$ cat src/rtl/ysyx_24100005_mem_arbiter.sv
// ysyx_24100005_mem_arbiter
// Shares the single data memory port between the IFU and the LSU. Requests
// are granted round-robin, one memory transaction is outstanding at a time,
// and the response (or a timeout error) is routed back to the owner.

module ysyx_24100005_mem_arbiter #(
    parameter int ADDR_W  = 32,
    parameter int DATA_W  = 32,
    parameter int MASK_W  = 8,
    parameter int TIMEOUT = 16
) (
    input  logic              clk,
    input  logic              rst,

    input  logic              ifu_req_valid,
    output logic              ifu_req_ready,
    input  logic [ADDR_W-1:0] ifu_req_addr,
    output logic              ifu_resp_valid,
    output logic [DATA_W-1:0] ifu_resp_data,

    input  logic              lsu_req_valid,
    output logic              lsu_req_ready,
    input  logic [ADDR_W-1:0] lsu_req_addr,
    input  logic              lsu_req_wen,
    input  logic [DATA_W-1:0] lsu_req_wdata,
    input  logic [MASK_W-1:0] lsu_req_wmask,
    output logic              lsu_resp_valid,
    output logic [DATA_W-1:0] lsu_resp_data,

    output logic              resp_err,

    output logic              mem_req_valid,
    input  logic              mem_req_ready,
    output logic [ADDR_W-1:0] mem_addr,
    output logic              mem_wen,
    output logic [DATA_W-1:0] mem_wdata,
    output logic [MASK_W-1:0] mem_wmask,
    input  logic              mem_resp_valid,
    input  logic [DATA_W-1:0] mem_rdata
);

    // A zero TIMEOUT disables the watchdog; keep the counter at least 1 bit wide
    localparam int              CNT_W      = (TIMEOUT > 0) ? $clog2(TIMEOUT + 1) : 1;
    localparam int              CNT_LAST_I = (TIMEOUT > 0) ? (TIMEOUT - 1) : 0;
    localparam logic [CNT_W-1:0] CNT_LAST  = CNT_LAST_I[CNT_W-1:0];
    localparam logic            TMO_EN     = (TIMEOUT != 0);

    localparam logic OWN_IFU = 1'b0;
    localparam logic OWN_LSU = 1'b1;

    typedef enum logic [1:0] {
        S_IDLE = 2'd0,
        S_REQ  = 2'd1,
        S_WAIT = 2'd2,
        S_RESP = 2'd3
    } state_t;

    state_t            state;
    state_t            next_state;
    logic              last_grant;
    logic              owner;
    logic [ADDR_W-1:0] addr_q;
    logic              wen_q;
    logic [DATA_W-1:0] wdata_q;
    logic [MASK_W-1:0] wmask_q;
    logic [CNT_W-1:0]  cnt;
    logic [DATA_W-1:0] ifu_data_q;
    logic [DATA_W-1:0] lsu_data_q;
    logic              err_q;

    logic grant_ifu;
    logic grant_lsu;
    logic accept;
    logic resp_ok;
    logic resp_tmo;

    // Round-robin pick: a lone requester wins, a tie goes to whoever was not served last
    always_comb begin
        grant_lsu = lsu_req_valid && (!ifu_req_valid || (last_grant == OWN_IFU));
        grant_ifu = ifu_req_valid && !grant_lsu;
    end

    // State register; reset abandons any in-flight transaction
    always_ff @(posedge clk or posedge rst) begin
        if (rst) begin
            state <= S_IDLE;
        end else begin
            state <= next_state;
        end
    end

    // Next-state logic plus the handshake and response strobes
    always_comb begin
        next_state     = state;
        ifu_req_ready  = 1'b0;
        lsu_req_ready  = 1'b0;
        mem_req_valid  = 1'b0;
        ifu_resp_valid = 1'b0;
        lsu_resp_valid = 1'b0;
        accept         = 1'b0;
        resp_ok        = 1'b0;
        resp_tmo       = 1'b0;
        case (state)
            S_IDLE: begin
                ifu_req_ready = grant_ifu;
                lsu_req_ready = grant_lsu;
                if (grant_ifu || grant_lsu) begin
                    accept     = 1'b1;
                    next_state = S_REQ;
                end
            end
            S_REQ: begin
                mem_req_valid = 1'b1;
                if (mem_req_ready) begin
                    next_state = S_WAIT;
                end
            end
            S_WAIT: begin
                if (mem_resp_valid) begin
                    resp_ok    = 1'b1;
                    next_state = S_RESP;
                end else if (TMO_EN && (cnt == CNT_LAST)) begin
                    resp_tmo   = 1'b1;
                    next_state = S_RESP;
                end
            end
            S_RESP: begin
                ifu_resp_valid = (owner == OWN_IFU);
                lsu_resp_valid = (owner == OWN_LSU);
                next_state     = S_IDLE;
            end
            default: begin
                next_state = S_IDLE;
            end
        endcase
    end

    // Capture the granted request so later input changes cannot disturb it
    always_ff @(posedge clk or posedge rst) begin
        if (rst) begin
            last_grant <= OWN_IFU;
            owner      <= OWN_IFU;
            addr_q     <= '0;
            wen_q      <= 1'b0;
            wdata_q    <= '0;
            wmask_q    <= '0;
        end else if (accept) begin
            last_grant <= grant_lsu;
            owner      <= grant_lsu;
            if (grant_lsu) begin
                addr_q  <= lsu_req_addr;
                wen_q   <= lsu_req_wen;
                wdata_q <= lsu_req_wdata;
                wmask_q <= lsu_req_wmask;
            end else begin
                addr_q  <= ifu_req_addr;
                wen_q   <= 1'b0;
                wdata_q <= '0;
                wmask_q <= '0;
            end
        end
    end

    // Wait-cycle counter, restarted when memory accepts the request
    always_ff @(posedge clk or posedge rst) begin
        if (rst) begin
            cnt <= '0;
        end else if ((state == S_REQ) && mem_req_ready) begin
            cnt <= '0;
        end else if (state == S_WAIT) begin
            cnt <= cnt + 1'b1;
        end
    end

    // Response data per requester, held between pulses; stores and timeouts return zero
    always_ff @(posedge clk or posedge rst) begin
        if (rst) begin
            ifu_data_q <= '0;
            lsu_data_q <= '0;
            err_q      <= 1'b0;
        end else if (resp_ok || resp_tmo) begin
            err_q <= resp_tmo;
            if (owner == OWN_LSU) begin
                lsu_data_q <= (resp_tmo || wen_q) ? '0 : mem_rdata;
            end else begin
                ifu_data_q <= resp_tmo ? '0 : mem_rdata;
            end
        end
    end

    assign mem_addr      = addr_q;
    assign mem_wen       = wen_q;
    assign mem_wdata     = wdata_q;
    assign mem_wmask     = wmask_q;
    assign ifu_resp_data = ifu_data_q;
    assign lsu_resp_data = lsu_data_q;
    assign resp_err      = err_q;

endmodule

$ cat config.mk
export PLATFORM = sky130hd
export DESIGN_NAME = ysyx_24100005_mem_arbiter
export DESIGN_NICKNAME = d
export VERILOG_FILES = /design/src/rtl/ysyx_24100005_mem_arbiter.sv
export SDC_FILE = /design/constraint.sdc
export NUM_CORES = 1
export LEC_CHECK = 0
export ABC_CLOCK_PERIOD_IN_PS = 7000
export BUFFER_PORTS_ARGS = -buffer_cell sky130_fd_sc_hd__buf_2
export CORE_ASPECT_RATIO = 0.5
export CORE_MARGIN = 5
export CORE_UTILIZATION = 49
export CTS_CLUSTER_DIAMETER = 40
export DETAILED_ROUTE_END_ITERATION = 6
export HOLD_SLACK_MARGIN = 0.06
export PLACE_DENSITY = 0.88
export SLEW_MARGIN = 15
export SYNTH_ARGS = -nofsm -noshare
export SYNTH_HDL_FRONTEND = slang
export SYNTH_SLANG_ARGS = --single-unit
$ cat constraint.sdc
create_clock -name clk -period 7 [get_ports clk]
set_input_delay 0.7 -clock clk [delete_from_list [all_inputs] [get_ports clk]]
set_output_delay 0.7 -clock clk [all_outputs]
set_load 0.01 [all_outputs]
==> results.cfg <==
[floorplanning]
die_y_um = 86.3
coreArea_sq_mm = 0.0112
row_count = 27
die_w_um = 163
io_pins = 286
start_util_pct = 51.0
die_area_sq_mm = 0.0140

[sta]
fmax_mhz = 340
tightest_slew_ns = 1.00
post-route-period-util_pct = 42.0
finalSetupViolations = 0
finalClockSkew_ns = 0.0111
hold_violations = 0
period_minus_slack_ns = 2.94
maxSlewViolCount = 0
relSlewSlack_pct = 33.1
hold_slack_ns = 0.330
fin_tns_setup_ns = 0
rsz0062_at_grt = no

[place]
gp_congestion = 0.848
hpwlAfterDp_um = 11000
port_buffers = 285
dp.cells = 845

[global_routing]
grt_pass1_vias = 4716
grt_usage_pct = 21.7
antenna_found_initial = 0
globalRoute.totalOverflow = 0
grt_first_pass_wirelength_um = 24400
grt_start_max_net_pins = 95

[clocking]
cts_sinks = 146
cts_buffer_depth = 2
numCtsBuffers = 17
post_cts_buffers = 0
cts_resized = 0
clk_pin_slew_ns = 0.06
worstSkewPairLatency_ns = 0.40
hold_buffers = 0
clk_root_buffer_cell = clkbuf_16
htreeDepth = 4
cts_tree = done

[cells_and_area]
drive_gt1_share_pct = 46.1
diodes = 0
area_growth_pct = 36.6
final_common_cell = buf_2
final_cell_count_no_fill = 877
nets = 855
most-common-layout-cells = buf_2 (285), dfrtp_1 (146), a22o_1 (105)

[power]
pwr-share-seq_pct = 39.8
intPower_mw = 2.36
ir_drop_uv = 202
p_clk_share_pct = 22.9
netSwitchingFraction_pct = 36.2
power_switching_mw = 1.34
cellLeakagePower_nw = 4.25
pwr_density_cell_mw_per_mm2 = 475
combPwrFrac_pct = 37.3

[yosys]
syn_area_sq_mm = 0.00570
synth_area_per_cell_sq_um = 13.3
synth_warnings = 0
synth.distinct_cells = 28
synth_edf_count = 0
synth_nets = 579
postSynthCellCount = 429
async_flop_share_pct = 100
synth_ff_type = dfrtp_1
synth-seq-cells = 146
yosysSeqAreaShare_pct = 64.1

[routing]
totalWireLength_um = 15500
drc = 0
drt_iter0_drc = 337
avgRoutedWirePerCell_um = 17.6
first_pass_iters = 5
via_count = 4605
viasPerCell = 5.25
ant_nets = 0

[setup_path]
cp-start-kind = register
worstSetupPathType = register to output port
end_kind = output port
critical_path.top_delay_family = compound AO/OA/AOI/OAI gates
cp_max_fo = 33
critPathSlowestCell = a21bo_2
path_cells = a21bo_2 > and3_1 > buf_2
cp_data_arrival_time_ns = 2.24
slowest_delay_ns = 0.88
critPathBufInv = 1
crit_required_ns = 6.30

[worst_hold_path]
hp-class = input port to asynchronous set/reset pin

[run_status]
run_status = finished clean

[flow_run]
maxCapViolations = 0
-- routing by layer --
metal / vias to the layer above / GRT usage [%] / wire length, um
met5: - / 0 / 0
met1: 2297 / 26.7 / 6200
met2: 147 / 38.4 / 8220
li1: 2139 / - / -
met4: 0 / 7.83 / 284
met3: 22 / 4.51 / 764
-- metrics by stage --
| step | setup slack, ns | utilization, % | area, sq um | power, mW |
|---|---|---|---|---|
| after CTS | 4.05 | 69.6 | 7780 | 3.74 |
| after global routing | 3.91 | 69.6 | 7780 | 3.93 |
| after global placement | 4.26 | 64.6 | 7220 | 2.81 |
| after floorplan | 2.38 | - | 5700 | 2.27 |
| after detailed placement | 4.22 | 64.6 | 7220 | 2.88 |
| final | 4.06 | 69.6 | 7780 | 3.70 |
-- area by class of cell --
class | count | area, sq um
Timing Repair Buffer | 291 | 1480
Tap cell | 159 | 199
Clock buffer | 18 | 439
Fill cell | 820 | 3400
Multi-Input combinational cell | 245 | 1880
Inverter | 4 | 20.0
Sequential cell | 146 | 3650
Clock inverter | 14 | 119
-- synthesized netlist by cell type (2+ instances only) --
master | instances | area [sq um]
dfrtp_1 | 146 | 3650
a22o_1 | 105 | 920
nand2_1 | 35 | 131
mux2i_1 | 33 | 330
o21ai_0 | 32 | 160
clkbuf_1 | 14 | 52.6
buf_2 | 13 | 65.1
a21oi_1 | 9 | 45.0
ha_1 | 7 | 87.6
nor2_1 | 5 | 18.8
buf_6 | 4 | 45.0
inv_1 | 4 | 15.0
buf_4 | 3 | 22.5
a221oi_1 | 2 | 17.5
and3_1 | 2 | 12.5
nor2b_1 | 2 | 12.5
xor2_1 | 2 | 17.5
-- final timing paths --
path / start / slack, ns / depth (start not counted) / endpoint
max: owner / 4.06 / 3 / ifu_req_ready
min: rst / 0.33 / 2 / lsu_resp_data[10]
max reg2reg: state[0] / 4.74 / 4 / ifu_resp_data[12]
min reg2reg: mem_addr[18] / 0.47 / 2 / mem_addr[18]
max in group asynchronous: rst / 5.46 / 3 / mem_wdata[29]
min in group clk: mem_addr[18] / 0.47 / 2 / mem_addr[18]
-- kinds of logic (layout without fill, tap and decap cells) --
kind of cell / count (synthesis) / count (layout) / synth area share [%]
adder cells (fa/ha/maj): 7 / 7 / 1.54
AO/OA/AOI/OAI: 153 / 153 / 20.7
XOR/XNOR: 3 / 3 / 0.461
flip-flops: 146 / 146 / 64.1
buffers and inverters: 38 / 327 / 3.51
AND/OR/NAND/NOR: 48 / 48 / 3.67
multiplexers: 34 / 34 / 5.99
-- power by group through the flow --
stage | clock network (mW) | registers, mW | logic, mW
after detailed placement | 0 | 1.47 | 1.40
after floorplan | 0 | 1.63 | 0.644
after CTS | 0.868 | 1.47 | 1.40
final | 0.848 | 1.47 | 1.38
after global placement | 0 | 1.46 | 1.35
after global routing | 0.907 | 1.52 | 1.50
-- state kept, by name, summed over array words and instances (netlist names) --
signal and count:
mem_wmask 8, mem_addr 32, mem_wdata 32, resp_err 1, mem_wen 1, owner 1
ifu_resp_data 32, state 2, lsu_resp_data 32, cnt 5
Power figures use the tool's default switching activity.
